### src/rtl/tempsense_ctrl.sv
// Delay-cell temperature sensor controller: precharge, release, count cycles until the cell fires.
// Optional build macro TEMPSENSE_AVG_EN: four passes per request, result is the truncated mean.
module tempsense_ctrl #(
    parameter int N_VDAC     = 6,
    parameter int N_CNT      = 12,
    parameter int PRE_CYCLES = 8
) (
    input  logic              i_clk,
    input  logic              i_rst,
    input  logic              i_start,
    input  logic [N_VDAC-1:0] i_dac_code,
    output logic [N_VDAC-1:0] o_dac,
    output logic              o_en,
    output logic              o_meas,
    input  logic              i_res,
    output logic [N_CNT-1:0]  o_result,
    output logic              o_valid,
    output logic              o_busy,
    output logic              o_overflow
);
    localparam int PW = (PRE_CYCLES > 1) ? $clog2(PRE_CYCLES) : 1;

    typedef enum logic [1:0] {IDLE, PRECHARGE, MEASURE, DONE} state_t;

    state_t            state_q, state_d;
    logic [PW-1:0]     pre_q, pre_d;
    logic [N_CNT-1:0]  cnt_q, cnt_d;
    logic              res_s1_q, res_s2_q;
    logic [N_VDAC-1:0] dac_q, dac_d;
    logic              en_q, en_d, meas_q, meas_d, busy_q, busy_d;
    logic              valid_q, valid_d, ovf_q, ovf_d;
    logic [N_CNT-1:0]  result_q, result_d;
    logic              pass_done, pass_to;
    logic [N_CNT-1:0]  pass_val;
`ifdef TEMPSENSE_AVG_EN
    logic [1:0]        pass_q, pass_d;
    logic [N_CNT+1:0]  acc_q, acc_d, acc_sum;
    logic              ovf_any_q, ovf_any_d;
`endif

    // Cell output is asynchronous; synchronizer runs in every state.
    always_ff @(posedge i_clk or posedge i_rst) begin
        if (i_rst) begin
            res_s1_q <= 1'b0;
            res_s2_q <= 1'b0;
        end else begin
            res_s1_q <= i_res;
            res_s2_q <= res_s1_q;
        end
    end

    // Sync test wins over the timeout when both hit in the same cycle.
    assign pass_to   = !res_s2_q && (cnt_q == {N_CNT{1'b1}});
    assign pass_done = res_s2_q || pass_to;
    assign pass_val  = res_s2_q ? cnt_q : {N_CNT{1'b1}};
`ifdef TEMPSENSE_AVG_EN
    assign acc_sum   = acc_q + {2'b00, pass_val};
`endif

    always_comb begin
        state_d  = state_q;
        pre_d    = pre_q;
        cnt_d    = cnt_q;
        dac_d    = dac_q;
        en_d     = en_q;
        meas_d   = meas_q;
        busy_d   = busy_q;
        result_d = result_q;
        ovf_d    = ovf_q;
        valid_d  = 1'b0;
`ifdef TEMPSENSE_AVG_EN
        pass_d    = pass_q;
        acc_d     = acc_q;
        ovf_any_d = ovf_any_q;
`endif
        case (state_q)
            IDLE: begin
                en_d   = 1'b0;
                meas_d = 1'b0;
                busy_d = 1'b0;
                if (i_start) begin
                    dac_d   = i_dac_code;
                    en_d    = 1'b1;
                    busy_d  = 1'b1;
                    pre_d   = '0;
                    state_d = PRECHARGE;
`ifdef TEMPSENSE_AVG_EN
                    pass_d    = '0;
                    acc_d     = '0;
                    ovf_any_d = 1'b0;
`endif
                end
            end
            PRECHARGE: begin
                if (pre_q == PW'(PRE_CYCLES - 1)) begin
                    meas_d  = 1'b1;
                    cnt_d   = '0;
                    state_d = MEASURE;
                end else begin
                    pre_d = pre_q + 1'b1;
                end
            end
            MEASURE: begin
                if (!pass_done) begin
                    cnt_d = cnt_q + 1'b1;
                end else begin
`ifdef TEMPSENSE_AVG_EN
                    if (pass_q == 2'd3) begin
                        result_d = acc_sum[N_CNT+1:2];
                        ovf_d    = ovf_any_q | pass_to;
                        valid_d  = 1'b1;
                        state_d  = DONE;
                    end else begin
                        acc_d     = acc_sum;
                        ovf_any_d = ovf_any_q | pass_to;
                        pass_d    = pass_q + 1'b1;
                        meas_d    = 1'b0;
                        pre_d     = '0;
                        state_d   = PRECHARGE;
                    end
`else
                    result_d = pass_val;
                    ovf_d    = pass_to;
                    valid_d  = 1'b1;
                    state_d  = DONE;
`endif
                end
            end
            DONE: begin
                meas_d  = 1'b0;
                en_d    = 1'b0;
                busy_d  = 1'b0;
                state_d = IDLE;
            end
            default: state_d = IDLE;
        endcase
    end

    always_ff @(posedge i_clk or posedge i_rst) begin
        if (i_rst) begin
            state_q  <= IDLE;
            pre_q    <= '0;
            cnt_q    <= '0;
            dac_q    <= '0;
            en_q     <= 1'b0;
            meas_q   <= 1'b0;
            busy_q   <= 1'b0;
            result_q <= '0;
            ovf_q    <= 1'b0;
            valid_q  <= 1'b0;
        end else begin
            state_q  <= state_d;
            pre_q    <= pre_d;
            cnt_q    <= cnt_d;
            dac_q    <= dac_d;
            en_q     <= en_d;
            meas_q   <= meas_d;
            busy_q   <= busy_d;
            result_q <= result_d;
            ovf_q    <= ovf_d;
            valid_q  <= valid_d;
        end
    end

`ifdef TEMPSENSE_AVG_EN
    always_ff @(posedge i_clk or posedge i_rst) begin
        if (i_rst) begin
            pass_q    <= '0;
            acc_q     <= '0;
            ovf_any_q <= 1'b0;
        end else begin
            pass_q    <= pass_d;
            acc_q     <= acc_d;
            ovf_any_q <= ovf_any_d;
        end
    end
`endif

    assign o_dac      = dac_q;
    assign o_en       = en_q;
    assign o_meas     = meas_q;
    assign o_busy     = busy_q;
    assign o_result   = result_q;
    assign o_overflow = ovf_q;
    assign o_valid    = valid_q;
endmodule
### config.mk
export PLATFORM = sky130hd
export DESIGN_NAME = tempsense_ctrl
export DESIGN_NICKNAME = d
export VERILOG_FILES = /design/src/rtl/tempsense_ctrl.sv
export SDC_FILE = /design/constraint.sdc
export NUM_CORES = 1
export LEC_CHECK = 0
export CAP_MARGIN = 20
export CORE_ASPECT_RATIO = 0.9
export CORE_MARGIN = 5
export CORE_UTILIZATION = 30
export CTS_BUF_LIST = sky130_fd_sc_hd__clkbuf_4 sky130_fd_sc_hd__clkbuf_8
export CTS_CLUSTER_SIZE = 24
export DETAILED_ROUTE_END_ITERATION = 8
export HOLD_SLACK_MARGIN = 0.1
export PLACE_DENSITY_LB_ADDON = 0.08
export SLEW_MARGIN = 10
export SYNTH_ARGS = -nofsm -noshare
export SYNTH_HDL_FRONTEND = slang
export SYNTH_SLANG_ARGS = --single-unit
### constraint.sdc
create_clock -name i_clk -period 3.6 [get_ports i_clk]
set_input_delay 0.36 -clock i_clk [delete_from_list [all_inputs] [get_ports i_clk]]
set_output_delay 0.36 -clock i_clk [all_outputs]
set_load 0.01 [all_outputs]
# Word-level counts from Yosys, hierarchy flattened
# Index checks and enable logic that the tools add are counted.
# totals
out_inout_bits	23
register_bits	41
in_bits	10
# op_classes
mux	17
addsub	2
n_eq_ne	10
reduce_logical	15
# op_table
op	n
$mux W12	3
$pmux W12 S2	1
$add A12 B1 Y12 const B	1
$eq A12 B12 Y1 const B	1
$ne A2 B2 Y1 const B	5
$reduce_and A3 Y1	3
$pmux W2 S4	1
$reduce_bool A2 Y1	4
$mux W2	3
$mux W3	2
$pmux W3 S2	1
$reduce_and A2 Y1	3
$eq A2 B2 Y1 const B	2
$mux W1	4
$pmux W1 S2	2
$add A3 B1 Y3 const B	1
$eq A3 B3 Y1 const B	1
$eq A2 B1 Y1 const B	1
$logic_not A2 Y1	1
$reduce_or A2 Y1	1
$logic_and A1 B1 Y1	1
$logic_not A1 Y1	1
$logic_or A1 B1 Y1	1

# Depth between registers and ports, before layout
# Gate-level depths: netlist of the first run.
# depth
word_depth	5
ltp_mapped	8
mapped_depth_nobuf	6

# Least setup slack after synthesis of the first run
# OpenSTA, ideal clock, no wires.
# synth_path
kind	flip-flop to flip-flop
startpoint	register state_q[0]
endpoint	register cnt_q[7]
t_required_ns	3.465
stages_incl_launch_ff	8
synth_period_minus_slack_ns	1.847
arrival_time_ns	1.712
path_slack_ns	1.753
path_cell_list	dfrtp_1 inv_1 ha_1 buf_2 inv_1 or4_4 nand2_4 o311ai_1
# synth_via
elab_chain_len	3
# synth_rtl
element	line	rtl
from (decl)	25	state_t state_q, state_d;
from (signal assigned)	152	state_q <= state_d;
$eq A2 B2 Y1 or $eq A2 B1 Y1 (tied branches)	76	case (state_q)
$ne A2 B2 Y1 (no line) or $reduce_bool A2 Y1 (tied branches)	n/a	
$reduce_and A3 Y1 (no line)	n/a	
to (signal assigned)	154	cnt_q <= cnt_d;
to (decl)	27	logic [N_CNT-1:0] cnt_q, cnt_d;
# Parallel ways exist; a longest one is shown, timed or not.
# A chain may end at the register's enable or synchronous reset.

# Worst setup path in the final report of the first run
# Ends and elaborated chain as after synthesis.

==> results of run 1 <==
==> stage by stage <==
| step | util | area (µm²) | worst slack (ns) |
|---|---|---|---|
| final | 0.389 | 2560 | 1.10 |
| after global routing | 0.389 | 2560 | 0.948 |
| after CTS | 0.389 | 2560 | 1.09 |
| after detailed placement | 0.369 | 2430 | 1.09 |
| after global placement | 0.369 | 2430 | 1.21 |
| after floorplan | - | 2030 | 1.75 |
==> flip-flops by register name, indices dropped and copies added (netlist names) <==
name	flops
cnt_q	12
o_busy	1
o_dac	6
o_meas	1
o_overflow	1
o_result	12
o_valid	1
pre_q	3
res_s1_q	1
res_s2_q	1
state_q	2
==> power by group <==
| part | total (µW) | internal (µW) | switching (µW) |
|---|---|---|---|
| Sequential | 728 | 619 | 109 |
| Clock | 439 | 275 | 163 |
| Combinational | 897 | 470 | 427 |
==> synth_stat cells (2+ instances only) <==
master / count
o21a_1: 2
inv_1: 9
o21ai_0: 11
nand3_1: 9
nor3_1: 3
nor4_1: 2
nand2_1: 19
ha_1: 8
clkbuf_1: 2
a32o_1: 2
o22a_1: 12
a22o_1: 6
o311ai_1: 2
nor2_1: 2
dfrtp_1: 41
buf_2: 4
o211ai_1: 2
buf_4: 2
nand2b_1: 4
and2_1: 3
o221ai_1: 2
nand4_1: 4
mux2_2: 9
==> cells by family (layout without fill, tap and decap cells) <==
family / count (synthesis) / in the layout / synth area share
AND/OR/NAND/NOR: 56 / 56 / 0.161
adder cells (fa/ha/maj): 8 / 8 / 0.0494
buffers and inverters: 17 / 51 / 0.0377
multiplexers: 11 / 11 / 0.0605
AO/OA/AOI/OAI: 49 / 49 / 0.185
flip-flops: 41 / 41 / 0.506
==> worst max-delay path by stage <==
stage / start / to / slack (ns) / cells past startpoint
floorplan: state_q[0] / cnt_q[7] / 1.75 / 7
global placement: state_q[0] / cnt_q[7] / 1.21 / 6
global route: state_q[0] / cnt_q[10] / 0.95 / 6
CTS: state_q[0] / cnt_q[7] / 1.09 / 6
finish: state_q[0] / cnt_q[7] / 1.10 / 6
detailed placement: state_q[0] / cnt_q[7] / 1.09 / 6
==> layout by cell type, fill, tap and decap left out, drive strengths merged, types with 2 or more instances in the layout <==
master          n
nand4           5
nand2b          4
nor4            3
o22a           12
o21ai          12
nand3          10
ha              8
bufinv          2
clkdlybuf4s50  32
o221ai          2
buf             2
clkbuf          5
o311ai          2
inv             9
dfrtp          41
a22o            6
or4             2
nand2          20
nor2            2
a32o            2
o211ai          2
and2            3
nor3            3
mux2           10
o21a            2
==> area by class of cell <==
class	instances	area (µm²)
clock buffer	5	68.8
clock inverter	3	65.1
fill	675	4020
inverter	9	33.8
multi-input combinational	124	923
sequential	41	1030
tap	90	113
timing repair buffer	34	335
==> per-layer routing <==
| metal | vias up | share of wire | global-route usage |
|---|---|---|---|
| met5 | - | 0 | 0 |
| met4 | 0 | 0.018 | 0.0446 |
| met3 | 6 | 0.030 | 0.0295 |
| met2 | 20 | 0.46 | 0.174 |
| met1 | 762 | 0.49 | 0.155 |
| li1 | 749 | - | - |
==> results.sh, run 1 <==
export IMPL_max_clock_freq_mhz=400
export IMPL_ys_async_sr_fraction=1.00
export IMPL_critPathKind="flop to flop"
export IMPL_drv_slew=0
export IMPL_io_pins=33
export IMPL_r2r_cells=6
export IMPL_critPathMaxFanout=20
export IMPL_finalHoldViolCount=0
export IMPL_syn_inst=182
export IMPL_grt_max_degree=42
export IMPL_postSynthAreaPerCell_um2=11.1
export IMPL_antenna_found_initial=0
export IMPL_finalCriticalPeriod_ns=2.50
export IMPL_cts_clk_slew_worst_paths_ns=0.08
export IMPL_drv_cap=0
export IMPL_layout_nets=233
export IMPL_n_antenna_cell=0
export IMPL_synth_seq_cells=41
export IMPL_dp_cells=298
export IMPL_die_y_um=88.0
export IMPL_syn_area_um2=2030
export IMPL_vias=1537
export IMPL_grt_pass1_vias=1573
export IMPL_critPathLaunchType="flop"
export IMPL_power_uw=2060
export IMPL_dp_hpwl_um=3270
export IMPL_grt_pass1_wl_um=7800
export IMPL_ys_flop_type="dfrtp_1"
export IMPL_gp_congestion=0.814
export IMPL_yosys_top_cells_area="dfrtp_1, o22a_1, mux2_2"
export IMPL_max_stage_delay_ns=0.63
export IMPL_post_synth_num_cell_types=45
export IMPL_rows=28
export IMPL_holdBufCountCts=0
export IMPL_avgRoutedWirePerCell_um=14.9
export IMPL_synth_area_leader_cell="dfrtp_1"
export IMPL_crit_chain="inv_1, ha_1, inv_1, or4_4, nand2_4, o311ai_1"
export IMPL_cts_setup_buffers=0
export IMPL_timing_rr_start="state_q[0]"
export IMPL_yosysWarnings=0
export IMPL_crit_slowest_cell="ha_1"
export IMPL_cts_max_path_buffers=2
export IMPL_grt_usage=0.114
export IMPL_die_w_um=96.6
export IMPL_clk_latency_ns=0.29
export IMPL_cpMostUsedCell="inv_1"
export IMPL_p_leak_uw=0.00107
export IMPL_critPathRequiredTime_ns=3.76
export IMPL_worstHoldPathType="flop to flop"
export IMPL_cts_inserted_buffers=5
export IMPL_relSlewSlack=0.520
export IMPL_ir_drop_uv=324
export IMPL_cts_resized_gates=0
export IMPL_root_buffer="clkbuf_8"
export IMPL_setup_tns_ns=0
export IMPL_power_density_nw_per_um2=805
export IMPL_setup_viol_count_final=0
export IMPL_cts_htree_levels=2
export IMPL_fin_crit_sh=0.694
export IMPL_tightest_slew_ns=0.720
export IMPL_drtIter0Drc=74
export IMPL_ant_nets=0
export IMPL_grt_ovfl_total=0
export IMPL_routed_wl_um=4550
export IMPL_cp_arrival_ns=2.66
export IMPL_syn_nets=200
export IMPL_rsz0062_at_grt="false"
export IMPL_hold_slack_ns=0.353
export IMPL_dieArea_um2=8500
export IMPL_cts_tree="yes"
export IMPL_drive_gt1_frac=0.116
export IMPL_port_buffers=32
export IMPL_whs_endpoint="res_s2_q"
export IMPL_core_um2=6590
export IMPL_finClkSkew_ns=0.0116
export IMPL_r2r_end="cnt_q[7]"
export IMPL_hold_depth=0
export IMPL_area_growth_pct=26.6
export IMPL_crit_buf_inv=2
export IMPL_synth_edff_count=0
export IMPL_yosysSeqAreaShare=0.506
export IMPL_viasPerCell=5.02
export IMPL_status="complete, no violations"
export IMPL_crit_family="simple AND/OR/NAND/NOR gates"
export IMPL_start_util=0.308
export IMPL_min_from="res_s1_q"
export IMPL_yosysTopAreaCellShare=0.506
export IMPL_first_pass_iters=4
export IMPL_drc=0
export IMPL_clock_sinks=41
export IMPL_endpoint_kind="flop"
export IMPL_r2r_setup_slack_ns=1.10
export IMPL_instances_no_fill=306
(Power assumes the default switching activity.)
==> inputs of run 2 (changes only) <==
==> constraint.sdc (replaced) <==
create_clock -name i_clk -period 2.2 [get_ports i_clk]
set_input_delay 0.22 -clock i_clk [delete_from_list [all_inputs] [get_ports i_clk]]
set_output_delay 0.22 -clock i_clk [all_outputs]
set_load 0.01 [all_outputs]
==> results.sh, run 2 (synthesized netlist as in run 1, its figures left out) <==
export IMPL_grt_pass1_vias=1592
export IMPL_p_leak_uw=0.00108
export IMPL_die_w_um=96.6
export IMPL_start_util=0.308
export IMPL_finalCriticalPeriod_ns=1.99
export IMPL_grt_max_degree=42
export IMPL_relSlewSlack=0.656
export IMPL_critPathKind="flop to flop"
export IMPL_power_uw=3330
export IMPL_power_frac_clock=0.192
export IMPL_use_met1=0.149
export IMPL_top_usage_layer="met2"
export IMPL_drive_gt1_frac=0.136
export IMPL_finClkSkew_ns=0.00417
export IMPL_r2r_cells=7
export IMPL_cts_max_path_buffers=2
export IMPL_die_y_um=88.0
export IMPL_routed_wl_um=4640
export IMPL_antenna_found_initial=0
export IMPL_holdBufCountCts=0
export IMPL_rows=28
export IMPL_drv_slew=0
export IMPL_layout_common_cells="dfrtp_1, clkdlybuf4s50_1, nand2_1"
export IMPL_critPathMaxFanout=12
export IMPL_swShare=0.345
export IMPL_use_met3=0.0406
export IMPL_instances_no_fill=311
export IMPL_drtIter0Drc=125
export IMPL_grt_usage=0.118
export IMPL_drv_cap=0
export IMPL_viasPerCell=5.05
export IMPL_timing_rr_start="state_q[0]"
export IMPL_n_antenna_cell=0
export IMPL_area_growth_pct=27.8
export IMPL_drc=0
export IMPL_tightest_slew_ns=0.516
export IMPL_max_clock_freq_mhz=503
export IMPL_avgRoutedWirePerCell_um=14.9
export IMPL_grt_ovfl_total=0
export IMPL_critPathRequiredTime_ns=2.40
export IMPL_gr_usage_met2=0.189
export IMPL_cts_clk_slew_worst_paths_ns=0.08
export IMPL_combPwrFrac=0.450
export IMPL_ir_drop_uv=436
export IMPL_first_pass_iters=4
export IMPL_cts_resized_gates=0
export IMPL_r2r_end="cnt_q[7]"
export IMPL_clock_sinks=41
export IMPL_ant_nets=0
export IMPL_layout_nets=238
export IMPL_finalHoldViolCount=0
export IMPL_root_buffer="clkbuf_8"
export IMPL_share_seq_of_total_power=0.358
export IMPL_io_pins=33
export IMPL_cts_inserted_buffers=5
export IMPL_r2r_setup_slack_ns=0.21
export IMPL_fin_crit_sh=0.904
export IMPL_setup_viol_count_final=0
export IMPL_vias=1572
export IMPL_core_um2=6590
export IMPL_dp_hpwl_um=3390
export IMPL_grt_pass1_wl_um=7940
export IMPL_cts_setup_buffers=0
export IMPL_cp_arrival_ns=2.19
export IMPL_power_density_nw_per_um2=1290
export IMPL_final_common_cell="dfrtp_1"
export IMPL_clk_latency_ns=0.30
export IMPL_cts_htree_levels=2
export IMPL_gp_congestion=0.823
export IMPL_rsz0062_at_grt="false"
export IMPL_p_int_uw=2180
export IMPL_status="complete, no violations"
export IMPL_port_buffers=32
export IMPL_endpoint_kind="flop"
export IMPL_worstHoldPathType="primary input to async pin"
export IMPL_setup_tns_ns=0
export IMPL_critPathLaunchType="flop"
export IMPL_dp_cells=303
export IMPL_dieArea_um2=8500
export IMPL_p_switching_uw=1150
export IMPL_cts_tree="yes"
run 2: cell count changes in the layout (fill, tap and decap cells not counted):
| cell | before | now |
|---|---|---|
| clkinv_2 | 1 | 0 |
| buf_4 | 2 | 7 |
| bufinv_16 | 2 | 1 |
| clkinvlp_4 | 0 | 1 |
| clkbuf_8 | 5 | 6 |
run 2: power groups by stage:
stage / Combinational [µW] / Clock, µW / Sequential, µW
floorplan: 812 / 0 / 1270
global placement: 1490 / 0 / 1190
detailed placement: 1520 / 0 / 1210
CTS: 1520 / 663 / 1190
global route: 1670 / 696 / 1220
finish: 1500 / 641 / 1190
run 2: worst max-delay path, stage by stage, from the launching register on:
cell	delay (ns)
dfrtp_1	0.42
inv_1	0.12
ha_1	0.23
buf_4	0.20
mux2_2	0.22
and2_1	0.27
nand2_4	0.13
o311ai_1	0.29
run 2: routing by layer:
layer  vias up  part of all wire  wire, µm
met3        10             0.047       220
met4         0             0.021        97
met5         -                 0         0
li1        755                 -         -
met1       774              0.48      2230
met2        33              0.45      2090
run 2: metrics by stage:
stage | instance area (µm²) | worst slack (ns) | utilization | hold WS, ns
floorplan | 2030 | 0.353 | - | 0.251
global placement | 2470 | 0.274 | 0.375 | 0.335
detailed placement | 2470 | 0.242 | 0.375 | 0.335
CTS | 2590 | 0.189 | 0.393 | 0.351
global route | 2590 | 0.0574 | 0.393 | 0.351
finish | 2590 | 0.211 | 0.393 | 0.345
run 2: final cells by class:
cell class,count,area (µm²)
multi-input cells,124,923
repair buffers,39,373
clock buffers,6,82.6
inverters,9,33.8
clock inverters,2,37.5
well taps,90,113
flip-flops and latches,41,1030
fillers,682,4000
run 2: worst max path at each step:
stage	endpoint	from	depth (start not counted)
4_1_cts	cnt_q[7]	state_q[0]	7
3_3_place_gp	cnt_q[10]	state_q[1]	6
2_1_floorplan	cnt_q[7]	state_q[0]	7
3_5_place_dp	cnt_q[8]	state_q[0]	7
5_1_grt	cnt_q[7]	state_q[0]	7
6_report	cnt_q[7]	state_q[0]	7
==> inputs of run 3 (changes only) <==
--- a/config.mk
+++ b/config.mk
@@ -7,7 +7,7 @@
 export LEC_CHECK = 0
 export CAP_MARGIN = 20
 export CORE_ASPECT_RATIO = 0.9
-export CORE_MARGIN = 5
+export CORE_MARGIN = 2
 export CORE_UTILIZATION = 30
 export CTS_BUF_LIST = sky130_fd_sc_hd__clkbuf_4 sky130_fd_sc_hd__clkbuf_8
 export CTS_CLUSTER_SIZE = 24
==> results.sh, run 3 (synthesized netlist as in run 1, its figures left out) <==
export IMPL_cpMostUsedCell="ha_1"
export IMPL_start_util=0.309
export IMPL_p_switching_uw=1160
export IMPL_final_common_cell="dfrtp_1"
export IMPL_first_pass_iters=5
export IMPL_finalCriticalPeriod_ns=2.00
export IMPL_core_um2=6550
export IMPL_drv_cap=0
export IMPL_grt_pass1_vias=1619
export IMPL_share_seq_of_total_power=0.356
export IMPL_cts_inserted_buffers=5
export IMPL_swShare=0.345
export IMPL_antenna_found_initial=0
export IMPL_critPathRequiredTime_ns=2.39
export IMPL_routed_wl_um=4760
export IMPL_grt_ovfl_total=0
export IMPL_cp_arrival_ns=2.19
export IMPL_ant_nets=0
export IMPL_tightest_slew_ns=0.527
export IMPL_die_w_um=90.6
export IMPL_crit_slowest_cell="dfrtp_1"
export IMPL_crit_family="adder cells"
export IMPL_n_antenna_cell=0
export IMPL_gp_congestion=0.845
export IMPL_max_clock_freq_mhz=501
export IMPL_grt_usage=0.140
export IMPL_cts_resized_gates=0
export IMPL_fin_crit_sh=0.907
export IMPL_power_density_nw_per_um2=1300
export IMPL_cts_setup_buffers=0
export IMPL_cts_htree_levels=2
export IMPL_critPathMaxFanout=9
export IMPL_layout_nets=238
export IMPL_grt_max_degree=42
export IMPL_rows=28
export IMPL_dp_hpwl_um=3320
export IMPL_cp_startpoint="pre_q[0]"
export IMPL_drtIter0Drc=107
export IMPL_port_buffers=32
export IMPL_drv_slew=0
export IMPL_p_int_uw=2200
export IMPL_avgRoutedWirePerCell_um=15.3
export IMPL_crit_chain="ha_1, ha_1, mux2_2, and2_1, nand2_4, o311ai_1"
export IMPL_post_route_util=0.395
export IMPL_num_fill_cells=648
export IMPL_setup_tns_ns=0
export IMPL_timing_rr_start="pre_q[0]"
export IMPL_io_pins=33
export IMPL_finClkSkew_ns=0.00589
export IMPL_relSlewSlack=0.648
export IMPL_worstHoldPathType="primary input to async pin"
export IMPL_critPathKind="flop to flop"
export IMPL_finalHoldViolCount=0
export IMPL_instances_no_fill=311
export IMPL_holdBufCountCts=0
export IMPL_combPwrFrac=0.451
export IMPL_critPathLaunchType="flop"
export IMPL_crit_buf_inv=0
export IMPL_cts_clk_slew_worst_paths_ns=0.08
export IMPL_die_y_um=82.0
export IMPL_clk_latency_ns=0.29
export IMPL_grt_pass1_wl_um=8180
export IMPL_viasPerCell=5.08
export IMPL_ir_drop_uv=442
export IMPL_drc=0
export IMPL_power_frac_clock=0.193
export IMPL_rsz0062_at_grt="false"
export IMPL_max_stage_delay_ns=0.42
export IMPL_dieArea_um2=7430
export IMPL_area_growth_pct=27.8
export IMPL_power_uw=3360
export IMPL_drive_gt1_frac=0.136
export IMPL_layout_common_cells="dfrtp_1, clkdlybuf4s50_1, nand2_1"
export IMPL_vias=1581
export IMPL_cts_tree="yes"
export IMPL_endpoint_kind="flop"
export IMPL_root_buffer="clkbuf_8"
export IMPL_clock_sinks=41
export IMPL_status="complete, no violations"
export IMPL_setup_viol_count_final=0
export IMPL_cts_max_path_buffers=2
export IMPL_p_leak_uw=0.00109
export IMPL_dp_cells=303
-- run 3: final cells by class --
| type | instances | area, µm² | share of cell area |
|---|---|---|---|
| clock inverter | 1 | 30.0 | 0.0116 |
| multi-input combinational | 124 | 923 | 0.357 |
| timing repair buffer | 39 | 373 | 0.144 |
| inverter | 9 | 33.8 | 0.0130 |
| clock buffer | 7 | 90.1 | 0.0348 |
| sequential | 41 | 1030 | 0.396 |
| tap | 90 | 113 | 0.0435 |
-- run 3: metal layers --
layer | GRT usage | share of wire | vias up
li1 | - | - | 760
met1 | 0.189 | 0.49 | 777
met2 | 0.222 | 0.45 | 35
met3 | 0.0339 | 0.038 | 9
met4 | 0.0462 | 0.014 | 0
met5 | 0 | 0 | -
-- run 3: per-stage QoR --
stage          hold WS, ns  setup slack (ns)  cell area [µm²]
2_1_floorplan        0.251             0.353             2030
3_3_place_gp         0.336             0.321             2470
3_5_place_dp         0.342             0.222             2470
4_1_cts              0.361             0.211             2590
5_1_grt              0.370            0.0472             2590
6_report             0.353             0.204             2590
-- run 3: final timing paths --
| path | slack [ns] | cells past startpoint | to |
|---|---|---|---|
| setup / recovery | 0.20 | 6 | cnt_q[7] |
| hold / removal | 0.35 | 3 | o_result[1] |
| setup reg to reg | 0.20 | 6 | cnt_q[7] |
| hold reg to reg | 0.36 | 0 | res_s2_q |
| max in group asynchronous | 1.48 | 3 | o_result[8] |
| min in group i_clk | 0.36 | 0 | res_s2_q |
-- run 3: worst min-delay path, cell delays in order --
cell             delay [ns]
clkdlybuf4s50_1        0.40
inv_1                  0.05
buf_4                  0.44
-- run 3: power by group through the flow --
stage,clock network (µW),registers (µW),logic [µW]
floorplan,0,1270,812
global placement,0,1200,1480
detailed placement,0,1210,1520
CTS,666,1200,1530
global route,698,1230,1670
finish,649,1190,1510
